<file path="config.mk">
export PLATFORM = sky130hd
export DESIGN_NAME = mem_stage
export DESIGN_NICKNAME = d
export VERILOG_FILES = /design/src/rtl/mem_stage_pkg.sv /design/src/rtl/mem_stage_align.sv /design/src/rtl/mem_stage.sv
export SDC_FILE = /design/constraint.sdc
export NUM_CORES = 1
export LEC_CHECK = 0
export ABC_AREA = 1
export ABC_CLOCK_PERIOD_IN_PS = 2200
export BUFFER_PORTS_ARGS = -buffer_cell sky130_fd_sc_hd__buf_2
export CORE_AREA = 2 2 261 263
export CTS_BUF_LIST = sky130_fd_sc_hd__clkbuf_4
export DETAILED_ROUTE_END_ITERATION = 7
export DIE_AREA = 0 0 263 265
export GPL_TIMING_DRIVEN = 0
export PLACE_DENSITY = 0.46
export SETUP_SLACK_MARGIN = 0.02
export SYNTH_ARGS = -nofsm -noshare
export SYNTH_HDL_FRONTEND = slang
export SYNTH_SLANG_ARGS = --single-unit
</file>
<file path="constraint.sdc">
create_clock -name clk -period 2.2 [get_ports clk]
set_clock_uncertainty 0.1 [all_clocks]
set_input_delay 0.66 -clock clk [delete_from_list [all_inputs] [get_ports clk]]
set_output_delay 0.66 -clock clk [all_outputs]
set_load 0.02 [all_outputs]
</file>
<file path="src/rtl/mem_stage_pkg.sv">
// rtl/mem_stage_pkg.sv - shared pipeline types and constants for the memory stage
package mem_stage_pkg;

  typedef enum logic [1:0] {
    MEM_IDLE = 2'd0,
    MEM_REQ  = 2'd1,
    MEM_WAIT = 2'd2,
    MEM_DONE = 2'd3
  } mem_state_e;

  localparam logic [2:0] F3_B  = 3'b000;
  localparam logic [2:0] F3_H  = 3'b001;
  localparam logic [2:0] F3_W  = 3'b010;
  localparam logic [2:0] F3_D  = 3'b011;
  localparam logic [2:0] F3_BU = 3'b100;
  localparam logic [2:0] F3_HU = 3'b101;
  localparam logic [2:0] F3_WU = 3'b110;

  localparam logic [7:0] MASK_B = 8'h01;
  localparam logic [7:0] MASK_H = 8'h03;
  localparam logic [7:0] MASK_W = 8'h0F;
  localparam logic [7:0] MASK_D = 8'hFF;

  typedef struct packed {
    logic        valid;
    logic        wb_en;
    logic        ebreak_en;
    logic [63:0] wb_data;
    logic [4:0]  index_rd;
    logic [63:0] pc;
    logic [31:0] instr;
  } mem_out_t;

  function automatic logic [7:0] base_mask(input logic [1:0] size);
    case (size)
      2'b00:   return MASK_B;
      2'b01:   return MASK_H;
      2'b10:   return MASK_W;
      default: return MASK_D;
    endcase
  endfunction

endpackage

</file>
<file path="src/rtl/mem_stage_align.sv">
// rtl/mem_stage_align.sv - byte-lane alignment: store mask/data and load extract/extend
module lsu_align (
  input  logic [2:0]  funct3,
  input  logic [2:0]  off,
  input  logic [63:0] rs2,
  input  logic [63:0] rdata,
  output logic [7:0]  wmask,
  output logic [63:0] wdata,
  output logic [63:0] ldata
);
  import mem_stage_pkg::*;

  logic [63:0] shifted;

  // Misaligned masks simply lose the bytes shifted past lane 7.
  assign wmask   = base_mask(funct3[1:0]) << off;
  assign shifted = rdata >> {off, 3'b000};

  always_comb begin
    wdata = rs2;
    case (funct3[1:0])
      2'b00:   wdata = {8{rs2[7:0]}};
      2'b01:   wdata = {4{rs2[15:0]}};
      2'b10:   wdata = {2{rs2[31:0]}};
      default: wdata = rs2;
    endcase
  end

  always_comb begin
    ldata = shifted;
    case (funct3)
      F3_B:    ldata = {{56{shifted[7]}}, shifted[7:0]};
      F3_H:    ldata = {{48{shifted[15]}}, shifted[15:0]};
      F3_W:    ldata = {{32{shifted[31]}}, shifted[31:0]};
      F3_D:    ldata = shifted;
      F3_BU:   ldata = {56'd0, shifted[7:0]};
      F3_HU:   ldata = {48'd0, shifted[15:0]};
      F3_WU:   ldata = {32'd0, shifted[31:0]};
      default: ldata = shifted;
    endcase
  end

endmodule

</file>
<file path="src/rtl/mem_stage.sv">
// rtl/mem_stage.sv - pipeline memory stage: data-memory handshake FSM and write-back register
module mem_stage (
  input  logic        clk,
  input  logic        rstn,
  input  logic        update,
  input  logic        exu_valid,
  input  logic        exu_load_en,
  input  logic        exu_store_en,
  input  logic        exu_wb_en,
  input  logic        exu_wb_spc_en,
  input  logic        exu_ebreak_en,
  input  logic [2:0]  exu_funct3,
  input  logic [63:0] exu_alu_result,
  input  logic [63:0] exu_data_rs2,
  input  logic [63:0] exu_snxt_pc,
  input  logic [4:0]  exu_index_rd,
  input  logic [63:0] exu_pc,
  input  logic [31:0] exu_instr,
  output logic        dmem_req,
  output logic        dmem_we,
  output logic [63:0] dmem_addr,
  output logic [63:0] dmem_wdata,
  output logic [7:0]  dmem_wmask,
  input  logic        dmem_ready,
  input  logic        dmem_rvalid,
  input  logic [63:0] dmem_rdata,
  output logic        mem_busy,
  output logic        mem_wb_en,
  output logic        mem_valid,
  output logic        mem_ebreak_en,
  output logic [63:0] mem_wb_data,
  output logic [4:0]  mem_index_rd,
  output logic [63:0] mem_pc,
  output logic [31:0] mem_instr
);
  import mem_stage_pkg::*;

  mem_state_e  state_q, state_d;
  logic [63:0] load_buf_q, load_buf_d;
  mem_out_t    out_q, out_d;
  logic        mem_op;
  logic [63:0] load_ext;
  logic [63:0] wb_sel;

  assign mem_op    = exu_valid & (exu_load_en | exu_store_en);
  assign mem_busy  = (state_q == MEM_IDLE && mem_op) || state_q == MEM_REQ || state_q == MEM_WAIT;
  assign dmem_req  = (state_q == MEM_REQ);
  assign dmem_we   = exu_store_en;
  assign dmem_addr = {exu_alu_result[63:3], 3'b000};

  lsu_align u_align (
    .funct3 (exu_funct3),
    .off    (exu_alu_result[2:0]),
    .rs2    (exu_data_rs2),
    .rdata  (dmem_rdata),
    .wmask  (dmem_wmask),
    .wdata  (dmem_wdata),
    .ldata  (load_ext)
  );

  always_comb begin
    state_d    = state_q;
    load_buf_d = load_buf_q;
    case (state_q)
      MEM_IDLE: if (mem_op) state_d = MEM_REQ;
      MEM_REQ:  if (dmem_ready) state_d = exu_store_en ? MEM_DONE : MEM_WAIT;
      MEM_WAIT: begin
        if (dmem_rvalid) begin
          state_d    = MEM_DONE;
          load_buf_d = load_ext;
        end
      end
      MEM_DONE: if (update) state_d = MEM_IDLE;
      default:  state_d = MEM_IDLE;
    endcase
  end

  always_comb begin
    wb_sel = exu_alu_result;
    if (exu_load_en)        wb_sel = load_buf_q;
    else if (exu_wb_spc_en) wb_sel = exu_snxt_pc;
  end

  // Busy wins over update so the stage emits bubbles while an access is in flight.
  always_comb begin
    out_d = out_q;
    if (mem_busy) begin
      out_d = '0;
    end else if (update) begin
      out_d.valid     = exu_valid;
      out_d.wb_en     = exu_wb_en;
      out_d.ebreak_en = exu_ebreak_en;
      out_d.wb_data   = wb_sel;
      out_d.index_rd  = exu_index_rd;
      out_d.pc        = exu_pc;
      out_d.instr     = exu_instr;
    end
  end

  always_ff @(posedge clk) begin
    if (!rstn) begin
      state_q    <= MEM_IDLE;
      load_buf_q <= '0;
      out_q      <= '0;
    end else begin
      state_q    <= state_d;
      load_buf_q <= load_buf_d;
      out_q      <= out_d;
    end
  end

  assign mem_valid     = out_q.valid;
  assign mem_wb_en     = out_q.wb_en;
  assign mem_ebreak_en = out_q.ebreak_en;
  assign mem_wb_data   = out_q.wb_data;
  assign mem_index_rd  = out_q.index_rd;
  assign mem_pc        = out_q.pc;
  assign mem_instr     = out_q.instr;

endmodule

</file>
== Word level (Yosys, flattened, before mapping) ==
Index checks and enable logic that the tools add are counted.
Cells by class
  reduce and logical (&&, ||, !) cells: 9
  shift-type cells: 2
  muxes and demuxes: 11
  equality and inequality tests: 14
  bitwise gates (word level): 3
Operator list (number)
  $pmux W64 S6: 1
  $pmux W64 S3: 1
  $mux W64: 2
  $shr A64 B6 Y64: 1
  $pmux W8 S3: 1
  $eq A3 B3 Y1 const B: 3
  $mux W2: 4
  $pmux W2 S4: 1
  $shl A8 B3 Y8: 1
  $eq A2 B2 Y1 const B: 3
  $ne A2 B2 Y1 const B: 3
  $eq A2 B1 Y1 const B: 2
  $logic_not A2 Y1: 2
  $reduce_and A4 Y1: 1
  $eq A3 B1 Y1 const B: 1
  $eq A3 B2 Y1 const B: 1
  $logic_not A3 Y1: 1
  $logic_or A1 B1 Y1: 2
  $ne A2 B1 Y1 const B: 1
  $reduce_and A2 Y1: 1
  $reduce_or A2 Y1: 1
  $and A1 B1 Y1: 1
  $logic_and A1 B1 Y1: 1
  $mux W1: 1
  2 further kinds: 2
Word-level totals
  flip-flop bits (word level): 234

== Depth between registers and ports, before layout ==
Gate-level depths: netlist of the first run.
  depth in word-level cells: 6
  gate-level depth with buffers: 12
  mapped depth without buffers: 10

== By module ==
A second synthesis of the first run with hierarchy kept.
Second synthesis, totals
  cell total of the unflattened synthesis: 2039
  area total of the unflattened synthesis: 13153.9 um^2
Modules (own cells, without submodules)
  mem_stage: sequential area each 4684.5 um^2, cells an instance 1349, area each 9930.8 um^2, times used 1
  lsu_align: sequential area each 0.0 um^2, cells an instance 690, area each 3223.1 um^2, times used 1

== Worst setup path before layout of the first run ==
OpenSTA, ideal clock, no wires.
  kind: input -> output
  start point: input exu_alu_result[1]
  end point: output dmem_wmask[6]
  required time: 1.440 ns
  arrival time: 1.861 ns
  path slack: -0.421 ns
  stages: 6
  cell sequence: buf_4 -> inv_4 -> buf_2 -> buf_2 -> a21oi_1 -> o21ai_0
Between the ends
  cells in the longest elaborated chain, start to end: 1
Ends and longest elaborated chain
  from (decl): line mem_stage.sv:13  | input logic [63:0] exu_alu_result,
  $shl A8 B3 Y8: line mem_stage_align.sv:16  | assign wmask = base_mask(funct3[1:0]) << off;
  to (decl): line mem_stage.sv:23  | output logic [7:0] dmem_wmask,
No other way between the ends.

== Final worst setup path of the first run ==
  start point: input exu_funct3[1]
  end point: output dmem_wdata[40]
Between the ends
  cells in the longest elaborated chain, start to end: 2
  elaborated cells between the ends (all ways): 4
  classes of those cells: 2 x eq/ne; 1 x mux; 1 x reduce/logical
Ends and longest elaborated chain
  from (decl): line mem_stage.sv:12  | input logic [2:0] exu_funct3,
  $eq A2 B2 Y1, or another cell as far along: line mem_stage_align.sv:21  | case (funct3[1:0])
  $pmux W64 S3 (*): line mem_stage_align.sv:21
  to (decl): line mem_stage.sv:22  | output logic [63:0] dmem_wdata,
Every way passes the cells marked *; elsewhere a longest branch is shown, timed or not.

==> results of run 1 <==
[worst min-delay path, cell delays in order]
cell	delay (ns)
buf_2	0.09
nand2_1	0.05
a21oi_1	0.06
[worst max path at each step]
stage                             start             end  slack (ns)  cells after the start
after floorplan           exu_funct3[0]  dmem_wdata[48]       -0.06                      5
after global placement    exu_funct3[1]  dmem_wdata[30]       -0.79                      5
after detailed placement  exu_funct3[1]   dmem_wmask[4]       -0.77                      7
after CTS                    state_q[0]        mem_busy       -0.30                      5
after global routing         state_q[1]        mem_busy       -0.32                      5
final                     exu_funct3[1]  dmem_wdata[40]       -0.26                      7
[logic make-up after synthesis]
family | after synthesis | share of synthesized area [%]
AO/OA/AOI/OAI | 395 | 17.57
flip-flops | 234 | 35.77
adder cells (fa/ha/maj) | 5 | 0.4777
AND/OR/NAND/NOR | 1100 | 33.38
buffers and inverters | 335 | 12.77
other | 1 | 0.02864
[report_power, final]
group / total [mW] / internal (mW) / leakage, nW / switching [mW]
combinational: 5.88 / 2.22 / 8.36 / 3.66
sequential: 5.30 / 4.93 / 1.91 / 0.375
clock: 4.42 / 2.42 / 0.524 / 2.00
total: 15.6 / 9.58 / 10.8 / 6.03
[stage by stage]
| step | instance area, um2 | power, mW |
|---|---|---|
| after detailed placement | 17900 | 10.45 |
| final | 21890 | 15.61 |
| after floorplan | 13470 | 8.299 |
| after global routing | 21890 | 16.59 |
| after global placement | 17900 | 10.44 |
| after CTS | 21330 | 15.69 |
[registers in the layout (all words and copies together), names as in the netlist]
| name | cells |
|---|---|
| mem_wb_en | 1 |
| load_buf_q | 64 |
| mem_index_rd | 5 |
| mem_valid | 1 |
| mem_instr | 32 |
| state_q | 2 |
| mem_ebreak_en | 1 |
| mem_wb_data | 64 |
| mem_pc | 64 |
[repair_timing]
| item | in CTS | in global routing |
|---|---|---|
| endpoints found under the hold margin | 93 | 0 |
| pin swaps | 45 | 23 |
| buffers inserted | 48 | 14 |
| gates cloned | 4 | 2 |
| resized for setup | 328 | 108 |
| hold buffers | 93 | 0 |
| endpoints found under the setup margin | 138 | 90 |
[layout by cell type (no fill, tap or decap), drive strengths merged]
master	Yosys	layout
o2111ai	5	5
nand3	142	142
bufinv	0	3
nor2	307	307
clkbuf	89	187
o221ai	5	5
buf	137	871
dfxtp	234	234
nand2	647	647
diode	0	13
clkinv	3	13
inv	106	105
a211oi	1	1
nand4	1	1
a21oi	157	157
a2bb2oi	1	1
o21a	2	2
o211ai	34	34
conb	1	3
a22oi	63	63
o21ai	118	118
o21bai	1	1
nor3	3	3
dlygate4sd3	0	93
a221o	1	1
a31oi	5	5
a221oi	2	2
clkinvlp	0	2
ha	5	5
[cells in the mapped netlist (5+ instances only)]
library cell	count
o2111ai_1	5
ha_1	5
a31oi_1	5
buf_1	7
inv_2	5
buf_4	75
nand2_1	645
nor2_2	6
buf_6	8
a22oi_1	63
dfxtp_1	234
a21oi_1	157
inv_1	100
clkbuf_1	88
nor2_1	300
nand3_1	140
o211ai_1	34
buf_2	46
o21ai_0	114
o221ai_1	5
[final cells by class]
type / instances / area [um2]
Inverter: 109 / 515.5
Sequential cell: 234 / 4696
Buffer: 222 / 1546
Multi-Input combinational cell: 1503 / 7676
Clock buffer: 100 / 750.7
Fill cell: 7533 / 44910
Timing Repair Buffer: 829 / 5440
Clock inverter: 14 / 145.1
Tap cell: 873 / 1092
Antenna cell: 13 / 32.53
[layer usage]
metal / share of wire, % / up-vias
li1: - / 8490
met1: 43 / 7784
met2: 49 / 590
met3: 5.5 / 130
met4: 2.7 / 10
met5: 0.080 / -
==> metrics.md, run 1 <==
| Metric | Value |
|---|---|
| CP startpoint kind | primary input |
| Worst Path Buf+Inv | 5 |
| Total gr overflow | 0 |
| RSZ-0062 raised after global routing | yes |
| Starting Density | around a fifth |
| Vias per inst | 4.363 |
| Hold WC Path Type | in2reg |
| Gr usage total | 20.44% |
| Share of the synthesized area in the top cell type | between 30 and 40% |
| Num CTS Buffers | slightly above 70 |
| Setup TNS | -8.624 ns |
| Top post-synthesis cells by area | dfxtp_1 (36%), nand2_1 (18%), nor2_1 (8.6%) |
| H-Tree Level Count | 3 |
| Warnings from Yosys | 0 |
| GRT busiest layer | met2 |
| #FFs+latches synth | between 200 and 250 |
| Placed insts | between 3000 and 4000 |
| Crit-path slowest cell | a221o_1 |
| Die X | 263 um |
| Dpl ws | -0.7743 ns |
| Synth cell types | 40 |
| Largest net degree at the start of global routing | 28 |
| Die height | ~270 um |
| Max_cap viols | 0 |
| Max-slew headroom | a little over a third |
| Lkg Pwr | around 11 nW |
| Status | finished, violations left |
| Gate count after technology mapping | a little over 2000 |
| CTS max path bufs | 3 |
| Min Clock Period, post-route | 2.457 ns |
| Slowest stage delay, CP | 0.33 ns |
| Failing checks | setup timing |
| Core area | 66800 um2 |
| CP Max Fanout | 7 |
| Root buf cell | clkbuf_4 |
| First-pass GRT wire length | ~110000 um |
| GPL Wtd Cong | between 0.9 and 1 |
| Post-route clock period utilization | 111.7% |
| CTS sink cnt | roughly 230 |
| Final WS setup | -0.2573 ns |
| Via Count | 17000 |
| Finished Layout Cells | approximately 3900 |
| WL final | between 70000 and 80000 um |
| HPWL Detailed | 59890 um |
| # rows | 95 |
| CTS tree | built |
| Fmax | 407.0 MHz |
| Hold Path End | mem_instr[3] |
| DRT Pass-1 Iters | 5 |
| Register area share after synthesis | roughly 36% |
| Worst setup EP type | output pin |
| GR Layer Usage met2 | a little over a third |
| Worst path top cell family by delay | buffers and inverters |
| Met3 global-route usage | about 4.1% |
| Reg2Reg Capture Point | load_buf_q[18] |
| Synth-to-Final Area Change | 67.20% |
| Final #Nets | between 3000 and 4000 |
| Max Slew Vio Count | 0 |
| Data required time at the worst endpoint | approximately 1.4 ns |
| Fraction of registers with async set/reset | 0% |
| Syn_area_per_cell | about 6.3 um2 |
| Post-synth EDFFs | 0 |
| Worst-Skew Late Latency | 0.75 ns |
| CP most frequent cell | buf_12 |
| Clock slew at reported path FFs | about 0.06 ns |
| Hold wc startpoint | exu_instr[3] |
| Worst r2r path cells | 7 |
| Synthesized cell area | approximately 13000 um2 |
| Final core occ | between 30% and 40% |
| Arr. time, crit path | around 1.7 ns |
| Share of cells above drive strength 1 | roughly two fifths |
| Main synth FF type | dfxtp_1 |
| DRC violations left | 0 |
| Worst reg2reg setup slack | between 0.15 and 0.2 ns |
| Hold slack | 0.1033 ns |
| Final Setup Violations | between 50 and 60 |
| Die Area | 69700 um2 |
| Wirelength per Cell | approximately 19 um |
| Leading area contributor after synthesis | dfxtp_1 |
| Crit Path Class | in2out |
| Met1 usage | 25.41% |
| Reg-to-Reg Start | state_q[0] |
| Final ANT Viol Nets | 0 |
| Initial antenna violation count | 13 |
| P per Cell Area | 712.9 nW/um2 |
| Hold Path Depth | 3 |
| Hold Fails Final Rpt | 0 |
| VDD IR max | approximately 0.30 mV |
| Port Buf Inserts | 668 |
| IO Pins | between 600 and 700 |
| Crit path cell chain | buf_12, buf_12, nand2_8, clkinv_8, buf_16, a221o_1, buf_6 |
| Slew @ Worst Pin | roughly 0.96 ns |
| Vias in the first global route | 16810 |
| DR iter-0 viols | around 930 |
Power figures use the tool's default switching activity.
==> run 2: changes to the inputs <==
--- a/config.mk
+++ b/config.mk
@@ -5,16 +5,17 @@
 export SDC_FILE = /design/constraint.sdc
 export NUM_CORES = 1
 export LEC_CHECK = 0
-export ABC_AREA = 1
+export ABC_AREA = 0
 export ABC_CLOCK_PERIOD_IN_PS = 2200
 export BUFFER_PORTS_ARGS = -buffer_cell sky130_fd_sc_hd__buf_2
-export CORE_AREA = 2 2 261 263
+export CORE_AREA = 2 2 267 269
 export CTS_BUF_LIST = sky130_fd_sc_hd__clkbuf_4
 export DETAILED_ROUTE_END_ITERATION = 7
-export DIE_AREA = 0 0 263 265
+export DIE_AREA = 0 0 269 271
 export GPL_TIMING_DRIVEN = 0
-export PLACE_DENSITY = 0.46
+export PLACE_DENSITY = 0.44
 export SETUP_SLACK_MARGIN = 0.02
+export SKIP_CTS_REPAIR_TIMING = 1
 export SYNTH_ARGS = -nofsm -noshare
 export SYNTH_HDL_FRONTEND = slang
 export SYNTH_SLANG_ARGS = --single-unit
==> run 2 against run 1 <==
The flow still finishes with violations (setup timing). Flip-flop and latch count is the same. Hold slack worse by 0.069 ns. Non-clock buffer count down 48. Total power shrank 0.27%. Combinational power rose by 2%. Setup slack got worse by 0.14 ns. Routed wire length shrank 8.4%. Via count is 17% lower. Area after synthesis fell by 1.3%. Register-to-register slack got worse by 0.06 ns. Sequential power rose by 1%. Fmax fell by 5.4%. Critical path type unchanged.
==> metrics.md, run 2 <==
| Metric | Value |
|---|---|
| Status | finished, violations left |
| Failing checks | setup timing |
| Met2 WL | 34140 um (-6.2%) |
| H-Tree Level Count | 3 (unchanged) |
| CP startpoint kind | primary input |
| Final #Nets | 2689 (-20%) |
| DR iter-0 viols | 637 (-31%) |
| Top post-synthesis cells by area | dfxtp_1 (36%), mux2i_1 (23%), nor2_1 (6.4%) |
| Reg-to-Reg Start | state_q[0] |
| Slew @ Worst Pin | 0.8939 ns (-0.06115 ns) |
| Routed wl met3 | 5074 um (+24%) |
| Top cells by count, synth | mux2i_1 (297), dfxtp_1 (234), nor2_1 (219), nand2_1 (102), o21ai_0 (96) |
| Worst reg2reg setup slack | 0.10 ns (-0.06 ns) |
| Most frequent cells in the layout | buf_2 (601), mux2i_1 (282), dfxtp_1 (230), nor2_1 (205), buf_4 (134) |
| Count leader, synth | mux2i_1 |
| Data required time at the worst endpoint | 1.44 ns (about the same) |
| Final core occ | 31.30% (-1.5 points) |
| Lkg Pwr | 10.42 nW (-3.5%) |
| IO Pins | 678 (unchanged) |
| Synth-to-Final Area Change | 69.08% |
| Gr usage total | 17.45% (-3.0 points) |
| FILL cells | 7433 (-1.3%) |
| Final ANT Viol Nets | 0 (unchanged) |
| VDD IR max | 0.3324 mV (+12%) |
| Vias per inst | 4.283 (-1.8%) |
| Fmax | 385.1 MHz (-5.4%) |
| Core area | 69790 um2 (+4.5%) |
| Max Slew Vio Count | 0 (unchanged) |
| #FFs+latches synth | 234 (unchanged) |
| Register area share after synthesis | 36.26% (+0.49 points) |
| Leading area contributor after synthesis | dfxtp_1 |
| Starting Density | 18.51% (-1.1 points) |
| Min Clock Period, post-route | 2.597 ns (+0.1396 ns) |
| Hold wc startpoint | exu_instr[26] |
| Root buf cell | clkbuf_4 |
| Synthesized cell area | 12920 um2 (-1.3%) |
| Top sig layer | met5 |
| Hold slack | 0.03387 ns (-0.06938 ns) |
| Finished Layout Cells | 3306 (-15%) |
| CTS sink cnt | 234 (unchanged) |
| Worst r2r path cells | 8 (+1) |
| Max_cap viols | 0 (unchanged) |
| Reg2Reg Capture Point | load_buf_q[18] |
| Setup TNS | -16.90 ns (-8.277 ns) |
| Share of the synthesized area in the top cell type | 36.26% (+0.49 points) |
| Initial antenna violation count | 43 (+30) |
| GPL Wtd Cong | 0.9034 (-2.5%) |
| Via Count | 14160 (-17%) |
| Max-slew headroom | 38.87% (+2.5 points) |
| Synth cell types | 48 (+20%) |
| Die Area | 72900 um2 (+4.6%) |
| HPWL Detailed | 55540 um (-7.3%) |
| Die X | 269 um (+2.3%) |
| Commonest non-fill, non-tap cell in the layout | buf_2 |
| Gate count after technology mapping | 1438 (-31%) |
| Largest net degree at the start of global routing | 11 (-61%) |
| DRC violations left | 0 (unchanged) |
| # rows | 97 (+2.1%) |
| Hold Path Depth | 3 (unchanged) |
| Hold WC Path Type | in2reg |
| CP Max Fanout | 8 (+1) |
| Clock slew at reported path FFs | 0.06 ns (about the same) |
| Worst setup EP type | output pin |
| Syn_area_per_cell | 8.984 um2 (+42%) |
| Metal1 wirelength | 26690 um (-17%) |
| Post-synth EDFFs | 0 (unchanged) |
| Num CTS Buffers | 67 (-6.9%) |
| WL final | 68570 um (-8.4%) |
| CTS tree | built |
| Main synth FF type | dfxtp_1 |
| Worst-Skew Late Latency | 0.78 ns (+0.03 ns) |
| Crit. Startpoint | exu_alu_result[0] |
| RSZ-0062 raised after global routing | yes |
| Hold Path End | mem_instr[26] |
| Power Total | 15.57 mW (-0.27%) |
| Crit Path Class | in2out |
| Final WS setup | -0.3969 ns (-0.1396 ns) |
| Warnings from Yosys | 0 (unchanged) |
| Total gr overflow | 0 (unchanged) |
| First-pass GRT wire length | 92410 um (-14%) |
| DRT Pass-1 Iters | 5 (unchanged) |
| CTS max path bufs | 3 (unchanged) |
| Fraction of registers with async set/reset | 0% (unchanged) |
| Vias in the first global route | 13800 (-18%) |
| Placed insts | 3048 (-16%) |
| Wirelength per Cell | 20.74 um (+8.0%) |
| P per Cell Area | 712.7 nW/um2 (about the same) |
| Final Setup Violations | 67 (+16%) |
| Die height | 271 um (+2.3%) |
| Share of cells above drive strength 1 | 49.13% (+11 points) |
| Post-route clock period utilization | 118.0% (+6.3 points) |
| Arr. time, crit path | 1.84 ns (+0.14 ns) |
| Hold Fails Final Rpt | 0 (unchanged) |
| Port Buf Inserts | 668 (unchanged) |
## run 2: changes by cell type after synthesis, sizes merged, moves of 33 or more
| cell | delta |
|---|---|
| nand2 | -545 |
| mux2i | +297 |
| nand3 | -142 |
| a21oi | -104 |
| inv | -91 |
| nor2 | -88 |
| a22oi | -62 |
| o211ai | -34 |
| mux2 | +33 |
## run 2: where the power goes
| group | internal (mW) | switching, mW | total, mW |
|---|---|---|---|
| Combinational | 2.53 | 3.46 | 5.99 |
| Sequential | 4.95 | 0.413 | 5.36 |
| Clock | 2.28 | 1.93 | 4.22 |
## run 2: how the worst max path moves through the flow
stage	endpoint	slack, ns	cells past startpoint
2_1_floorplan	load_buf_q[48]	-0.37	7
3_3_place_gp	mem_wb_data[2]	-1.35	7
3_5_place_dp	mem_wb_data[2]	-1.37	7
4_1_cts	dmem_wmask[4]	-0.77	6
5_1_grt	mem_busy	-0.49	4
6_report	dmem_wmask[4]	-0.40	8
## run 2: metrics by stage
| step | instance area (um2) | setup WS (ns) |
|---|---|---|
| 5_1_grt | 21830 | -0.4935 |
| 3_5_place_dp | 18600 | -1.374 |
| 2_1_floorplan | 14080 | -0.3729 |
| 6_report | 21840 | -0.3969 |
| 4_1_cts | 19460 | -0.7678 |
| 3_3_place_gp | 18600 | -1.355 |
## run 2: final cells by class
type                            count  area (um2)  area share, %
Multi-Input combinational cell    992        8125          37.20
Inverter                           15       66.31         0.3036
Clock buffer                       92       690.7          3.162
Buffer                            192        1609          7.367
Tap cell                          940        1176          5.385
Clock inverter                     21       171.4         0.7848
Timing Repair Buffer              811        5286          24.20
Sequential cell                   234        4695          21.49
Antenna cell                        9       22.52         0.1031
## run 2: worst max-delay path, stage by stage
cell     delay, ns
buf_12        0.11
buf_12        0.12
buf_12        0.14
buf_12        0.13
a21o_1        0.20
a22oi_2       0.17
o32ai_2       0.13
buf_4         0.18
## run 2: routing by layer
layer,vias to the layer above,track usage (%)
li1,6793,-
met1,6595,19.78
met2,577,30.74
met3,152,4.797
met4,42,6.784
met5,-,0
## run 2: cell families after synthesis
logic type,share of synthesized area (%)
AO/OA/AOI/OAI,13.14
adder cells (fa/ha/maj),0.4843
buffers and inverters,8.707
flip-flops,36.26
multiplexers,28.50
other,0.02903
AND/OR/NAND/NOR,12.87
